[config.mk]
export PLATFORM = sky130hd
export DESIGN_NAME = div_ctrl
export DESIGN_NICKNAME = d
export VERILOG_FILES = /design/src/rtl/div_pkg.sv /design/src/rtl/div_iter.sv /design/src/rtl/div_ctrl.sv
export SDC_FILE = /design/constraint.sdc
export NUM_CORES = 2
export LEC_CHECK = 0
export ABC_AREA = 1
export ABC_CLOCK_PERIOD_IN_PS = 15800
export BUFFER_PORTS_ARGS = -buffer_cell sky130_fd_sc_hd__buf_2
export CORE_UTILIZATION = 35
export DETAILED_ROUTE_END_ITERATION = 12
export SYNTH_ARGS = -nofsm -noshare
export SYNTH_HDL_FRONTEND = slang
export SYNTH_SLANG_ARGS = --single-unit
[constraint.sdc]
create_clock -name clk -period 15.8 [get_ports clk]
set_input_delay 1.58 -clock clk [delete_from_list [all_inputs] [get_ports clk]]
set_output_delay 1.58 -clock clk [all_outputs]
set_load 0.05 [all_outputs]
[src/rtl/div_pkg.sv]
// Shared types and constants for the multi-cycle divide path.
package div_pkg;

    localparam int unsigned DIV_XLEN  = 64;
    localparam int unsigned DIV_CNT_W = $clog2(DIV_XLEN);

    typedef enum logic [2:0] {
        IDLE = 3'd0,
        PREP = 3'd1,
        ITER = 3'd2,
        FIX  = 3'd3,
        DONE = 3'd4
    } div_state_e;

    typedef struct packed {
        logic is_signed;
        logic word;
        logic rem;
        logic q_neg;
        logic r_neg;
    } div_flags_t;

endpackage

[src/rtl/div_iter.sv]
// Restoring radix-2 shift-subtract core; one quotient bit per step_en cycle.
module div_iter
    import div_pkg::*;
#(
    parameter int unsigned XLEN = DIV_XLEN
) (
    input  logic            clk,
    input  logic            rst,
    input  logic            start,
    input  logic            step_en,
    input  logic [XLEN-1:0] dividend,
    input  logic [XLEN-1:0] divisor,
    output logic [XLEN-1:0] quotient,
    output logic [XLEN-1:0] remainder
);

    logic [XLEN-1:0] quo_q, rem_q, dvs_q;
    logic [XLEN:0]   pr_shift, pr_diff;
    logic            ge;
    logic            unused_diff_msb;

    // Partial remainder is XLEN+1 wide: the shifted value can reach 2*divisor-1.
    always_comb begin
        pr_shift = {rem_q, quo_q[XLEN-1]};
        pr_diff  = pr_shift - {1'b0, dvs_q};
        ge       = (pr_shift >= {1'b0, dvs_q});
    end

    assign unused_diff_msb = pr_diff[XLEN];

    always_ff @(posedge clk or posedge rst) begin
        if (rst) begin
            quo_q <= '0;
            rem_q <= '0;
            dvs_q <= '0;
        end else if (start) begin
            quo_q <= dividend;
            rem_q <= '0;
            dvs_q <= divisor;
        end else if (step_en) begin
            rem_q <= ge ? pr_diff[XLEN-1:0] : pr_shift[XLEN-1:0];
            quo_q <= {quo_q[XLEN-2:0], ge};
        end
    end

    assign quotient  = quo_q;
    assign remainder = rem_q;

endmodule

[src/rtl/div_ctrl.sv]
// Divide sequencing controller: handshake, special cases, sign fix-up and held result.
module div_ctrl
    import div_pkg::*;
#(
    parameter int unsigned XLEN = DIV_XLEN
) (
    input  logic            clk,
    input  logic            rst,
    input  logic            i_valid,
    output logic            o_ready,
    input  logic [XLEN-1:0] i_src1,
    input  logic [XLEN-1:0] i_src2,
    input  logic            i_signed,
    input  logic            i_word,
    input  logic            i_rem,
    input  logic            i_flush,
    output logic            o_valid,
    input  logic            i_ready,
    output logic [XLEN-1:0] o_res,
    output logic            o_busy
);

    localparam int unsigned HALF = XLEN / 2;

    function automatic logic [XLEN-1:0] sext_half(input logic [HALF-1:0] v);
        return {{(XLEN-HALF){v[HALF-1]}}, v};
    endfunction

    div_state_e           state_q, state_d;
    logic [DIV_CNT_W-1:0] cnt_q, cnt_d;
    logic [XLEN-1:0]      a_q, a_d, b_q, b_d, res_q, res_d;
    div_flags_t           flags_q, flags_d;

    logic            accept, div0, ovf;
    logic [XLEN-1:0] a_ext, b_ext, min_val, spec_sel, spec_res;
    logic            sa, sb;
    logic [XLEN-1:0] abs_a, abs_b, core_dividend;
    logic [XLEN-1:0] quotient, remainder, q_fix, r_fix, fix_sel, fix_res;

    assign o_ready = (state_q == IDLE) && !i_flush;
    assign o_valid = (state_q == DONE);
    assign o_busy  = (state_q != IDLE);
    assign o_res   = res_q;
    assign accept  = i_valid && o_ready;

    // Operand conditioning and special-case detection on the raw request.
    always_comb begin
        if (i_word) begin
            a_ext   = i_signed ? sext_half(i_src1[HALF-1:0]) : {{(XLEN-HALF){1'b0}}, i_src1[HALF-1:0]};
            b_ext   = i_signed ? sext_half(i_src2[HALF-1:0]) : {{(XLEN-HALF){1'b0}}, i_src2[HALF-1:0]};
            min_val = {{(XLEN-HALF+1){1'b1}}, {(HALF-1){1'b0}}};
        end else begin
            a_ext   = i_src1;
            b_ext   = i_src2;
            min_val = {1'b1, {(XLEN-1){1'b0}}};
        end
        div0     = (b_ext == '0);
        ovf      = i_signed && (a_ext == min_val) && (b_ext == '1);
        spec_sel = div0 ? (i_rem ? a_ext : '1) : (i_rem ? '0 : min_val);
        spec_res = i_word ? sext_half(spec_sel[HALF-1:0]) : spec_sel;
    end

    // Magnitudes feed the core; W dividends are pre-shifted so XLEN/2 steps suffice.
    always_comb begin
        sa            = flags_q.is_signed && a_q[XLEN-1];
        sb            = flags_q.is_signed && b_q[XLEN-1];
        abs_a         = sa ? -a_q : a_q;
        abs_b         = sb ? -b_q : b_q;
        core_dividend = flags_q.word ? {abs_a[HALF-1:0], {(XLEN-HALF){1'b0}}} : abs_a;
        q_fix         = flags_q.q_neg ? -quotient : quotient;
        r_fix         = flags_q.r_neg ? -remainder : remainder;
        fix_sel       = flags_q.rem ? r_fix : q_fix;
        fix_res       = flags_q.word ? sext_half(fix_sel[HALF-1:0]) : fix_sel;
    end

    always_comb begin
        state_d = state_q;
        cnt_d   = cnt_q;
        a_d     = a_q;
        b_d     = b_q;
        flags_d = flags_q;
        res_d   = res_q;
        if (i_flush) begin
            state_d = IDLE;
        end else begin
            case (state_q)
                IDLE: begin
                    if (accept) begin
                        a_d               = a_ext;
                        b_d               = b_ext;
                        flags_d.is_signed = i_signed;
                        flags_d.word      = i_word;
                        flags_d.rem       = i_rem;
                        flags_d.q_neg     = 1'b0;
                        flags_d.r_neg     = 1'b0;
                        if (div0 || ovf) begin
                            res_d   = spec_res;
                            state_d = DONE;
                        end else begin
                            state_d = PREP;
                        end
                    end
                end
                PREP: begin
                    flags_d.q_neg = sa ^ sb;
                    flags_d.r_neg = sa;
                    cnt_d   = flags_q.word ? DIV_CNT_W'(HALF - 1) : DIV_CNT_W'(XLEN - 1);
                    state_d = ITER;
                end
                ITER: begin
                    if (cnt_q == '0) begin
                        state_d = FIX;
                    end else begin
                        cnt_d = cnt_q - 1'b1;
                    end
                end
                FIX: begin
                    res_d   = fix_res;
                    state_d = DONE;
                end
                DONE: begin
                    if (i_ready) begin
                        state_d = IDLE;
                    end
                end
                default: state_d = IDLE;
            endcase
        end
    end

    always_ff @(posedge clk or posedge rst) begin
        if (rst) begin
            state_q <= IDLE;
            cnt_q   <= '0;
            a_q     <= '0;
            b_q     <= '0;
            flags_q <= '0;
            res_q   <= '0;
        end else begin
            state_q <= state_d;
            cnt_q   <= cnt_d;
            a_q     <= a_d;
            b_q     <= b_d;
            flags_q <= flags_d;
            res_q   <= res_d;
        end
    end

    div_iter #(
        .XLEN (XLEN)
    ) u_div_iter (
        .clk       (clk),
        .rst       (rst),
        .start     (state_q == PREP),
        .step_en   (state_q == ITER),
        .dividend  (core_dividend),
        .divisor   (abs_b),
        .quotient  (quotient),
        .remainder (remainder)
    );

endmodule

==> flow_summary.yaml <==
clock_network:
  cts_setup_buffers: 0
  cts.sinks: 398
  tritoncts: "built"
  cts_resized: 0
  path_clk_slew_ps: 60
  clk_path_buf_depth: 3
  postCtsHoldBufs: 0
  cts_made_buffers: 47
  cts-htree-levels: 2
  cts-root-buf: "clkbuf_16"
  clk_latency_ps: 620
place:
  dp_worst_setup_slack_ps: 10940
  dpl.hpwl_um: 116700
  portBuffers: 202
  gp_congestion: 1.032
grt:
  grt-ovfl-total: 0
  grt_usage_pct: 30.46
  grt_max_degree: 107
  antenna_found_initial: 6
  first_global_vias: 34150
  grt_first_pass_wirelength_um: 218100
flow_run:
  cap_violations: 0
die:
  ios: 203
  fp.coreArea_um2: 92360
  initial_core_util_pct: 35.56
  dieHeight_um: 308.3
  die_area_um2: 95060
  rows: 111
  die_w_um: 308.3
logic_synthesis:
  yosys.area.top_type: "dfrtp_1"
  ys_warn_count: 0
  ys_ff_latch: 398
  yosys.area_share.simple_pct: 40.14
  synth-xor-area-share_pct: 2.934
  synthMuxAreaShare_pct: 0
  syn_inst: 5527
  syn_area_um2: 32840
  synth.top_cell.area_share_pct: 30.33
  synthTopCellsByArea: "dfrtp_1 (30%), nand2_1 (22%), o21ai_0 (8.6%)"
  synth_top_family_by_area: "simple AND/OR/NAND/NOR gates"
  synth_nets: 5734
  synth_cell_type_count: 41
  avgSynthCellArea_um2: 5.942
  synth_compound_area_share_pct: 13.71
  seq_area_frac_synth_pct: 30.33
  synth_fa_ha_area_share_pct: 2.728
timing:
  finalMaxSlewViolations: 0
  fmax_mhz: 223.7
  max_slew_margin_pct: 34.81
  min_period_ps: 4471
  setup_ws_ps: 11330
  finalCritPeriodShare_pct: 28.30
  finClkSkew_ps: 44.18
  final_hold_viol_count: 0
  worst_pin_slew_ps: 977.8
  finalSetupTns_ps: 0
  grt_setup_unrepaired: "no"
  setup_violations: 0
min_path:
  hold_path_class: "flip-flop to flip-flop"
run_status:
  status: "finished clean"
power:
  ir_drop_uv: 115.2
  p_per_area_nw_per_um2: 234.6
  p_leak_nw: 18.92
finish:
  mostFrequentLayoutCells: "nand2_1 (1,904), inv_1 (643), nor2_1 (603), o21ai_0 (562), nand3_1 (560)"
  fin_nets: 5814
  drive_above_1_share_pct: 6.148
  layout_commonest_cell: "nand2_1"
  areaGrowthSynthToFinish_pct: 11.28
routing:
  viasPerCell: 5.455
  routed_wl_um: 147800
  via_count: 37580
  drtAntennaViolNets: 0
  drc: 0
  drt-initial-drc-count: 5371
  first_pass_iters: 9
  routedWlPerCell_um: 21.45
critical_path:
  critPathKind: "flip-flop to flip-flop"
  critPathTopFamily: "simple AND/OR/NAND/NOR gates"
  path_max_fanout: 66
  startpoint_type: "flip-flop"
  required_ps: 16290
  end_kind: "flip-flop"
  path_cells: "ha_1 -> nand2_1 -> nor2_1 -> nand2_1 -> nor2_1 -> nand3_1 -> nor2_1 -> nor2_1 -> nand2_1 -> nor2_4 -> buf_4 -> nand2_2 -> buf_4 -> nand3_1 -> nand3_1 -> nand2_1"
  cp_num_buf_inv: 2
  worst_path_max_delay_cell: "buf_4"
  worst_ep_arrival_time_ps: 4960
  slowest_delay_ps: 640
-- per-stage QoR --
step / cells / utilization [%] / power (W) / area [µm²] / hold WS, ps
2_1_floorplan: 5527 / - / 0.005358 / 32840 / 448.8
3_3_place_gp: 6801 / 37.77 / 0.007205 / 34890 / 464.6
3_5_place_dp: 6801 / 37.77 / 0.007214 / 34890 / 459.8
4_1_cts: 6887 / 39.57 / 0.008449 / 36540 / 481.2
5_1_grt: 6887 / 39.57 / 0.009161 / 36540 / 495.5
6_report: 6888 / 39.57 / 0.008573 / 36540 / 476.2
-- Yosys cell counts, drive strengths merged --
cell	number
o21bai	7
buf	57
a31oi	3
nand3	560
a21o	3
o41ai	1
nor2	604
ha	70
nor4	12
inv	650
o211ai	20
o21a	13
o311ai	1
o31ai	12
a21oi	181
and2	7
or3	1
a22oi	30
fa	1
a211oi	1
nand4	59
a21boi	1
dfrtp	398
nor3	58
clkbuf	155
nand2	1909
clkinv	2
nand3b	12
o22ai	6
o21ai	571
nor3b	2
xnor2	22
xor2	88
o32ai	1
or2	9
-- layout make-up --
| type | count | area (µm²) |
|---|---|---|
| Fill cell | 10250 | 55810 |
| Multi-Input combinational cell | 4265 | 19590 |
| Sequential cell | 398 | 9962 |
| Inverter | 652 | 2460 |
| Tap cell | 1243 | 1555 |
| Clock buffer | 67 | 1331 |
| Timing Repair Buffer | 243 | 1319 |
| Clock inverter | 19 | 324.1 |
| Antenna cell | 1 | 2.502 |
-- tightest hold or removal path, stage by stage, from the launching register on --
cell	delay [ps]
dfrtp_1	340
nand2_1	50
nand2_1	60
-- state kept, by name, indices dropped and copies added, names as in the netlist --
register	count
a_q	64
u_div_iter.remainder	64
u_div_iter.quotient	64
u_div_iter.dvs_q	64
state_q	3
b_q	64
flags_q	5
o_res	64
cnt_q	6
-- layer usage --
metal	up-vias	part of all wire, %	global-route usage, %
met5	-	0.038	0
met4	10	3.8	10.69
met3	232	9.4	5.408
met2	1813	43	45.93
met1	17660	43	43.33
li1	17860	-	-
-- final timing paths --
| check | startpoint | to | slack (ps) | cells after the start |
|---|---|---|---|---|
| worst max-delay path | u_div_iter.remainder[13]$_DFFE_PP0N_ | u_div_iter.remainder[57]$_DFFE_PP0N_ | 11330 | 16 |
| worst min-delay path | o_res[53]$_DFFE_PP0P_ | o_res[53]$_DFFE_PP0P_ | 480 | 2 |
| worst max register to register | u_div_iter.remainder[13]$_DFFE_PP0N_ | u_div_iter.remainder[57]$_DFFE_PP0N_ | 11330 | 16 |
| worst min register to register | o_res[53]$_DFFE_PP0P_ | o_res[53]$_DFFE_PP0P_ | 480 | 2 |
| max in group asynchronous | rst | a_q[43]$_DFFE_PP0P_ | 12630 | 4 |
| min in group asynchronous | rst | b_q[16]$_DFFE_PP0P_ | 1070 | 2 |
-- where the power goes --
| group | internal (W) | total [W] | switching, W | leakage, nW |
|---|---|---|---|---|
| combinational | 0.00147 | 0.00539 | 0.00392 | 13.0 |
| sequential | 0.00145 | 0.00198 | 0.000533 | 5.07 |
| clock | 0.000719 | 0.00120 | 0.000484 | 0.811 |
-- kinds of logic (layout without fill, tap and decap cells) --
| logic type | Yosys count | in the layout |
|---|---|---|
| adder cells (fa/ha/maj) | 71 | 71 |
| other | 0 | 1 |
| buffers and inverters | 864 | 981 |
| AND/OR/NAND/NOR | 3233 | 3233 |
| AO/OA/AOI/OAI | 851 | 851 |
| XOR/XNOR | 110 | 110 |
| flip-flops | 398 | 398 |
(Power assumes the default switching activity.)
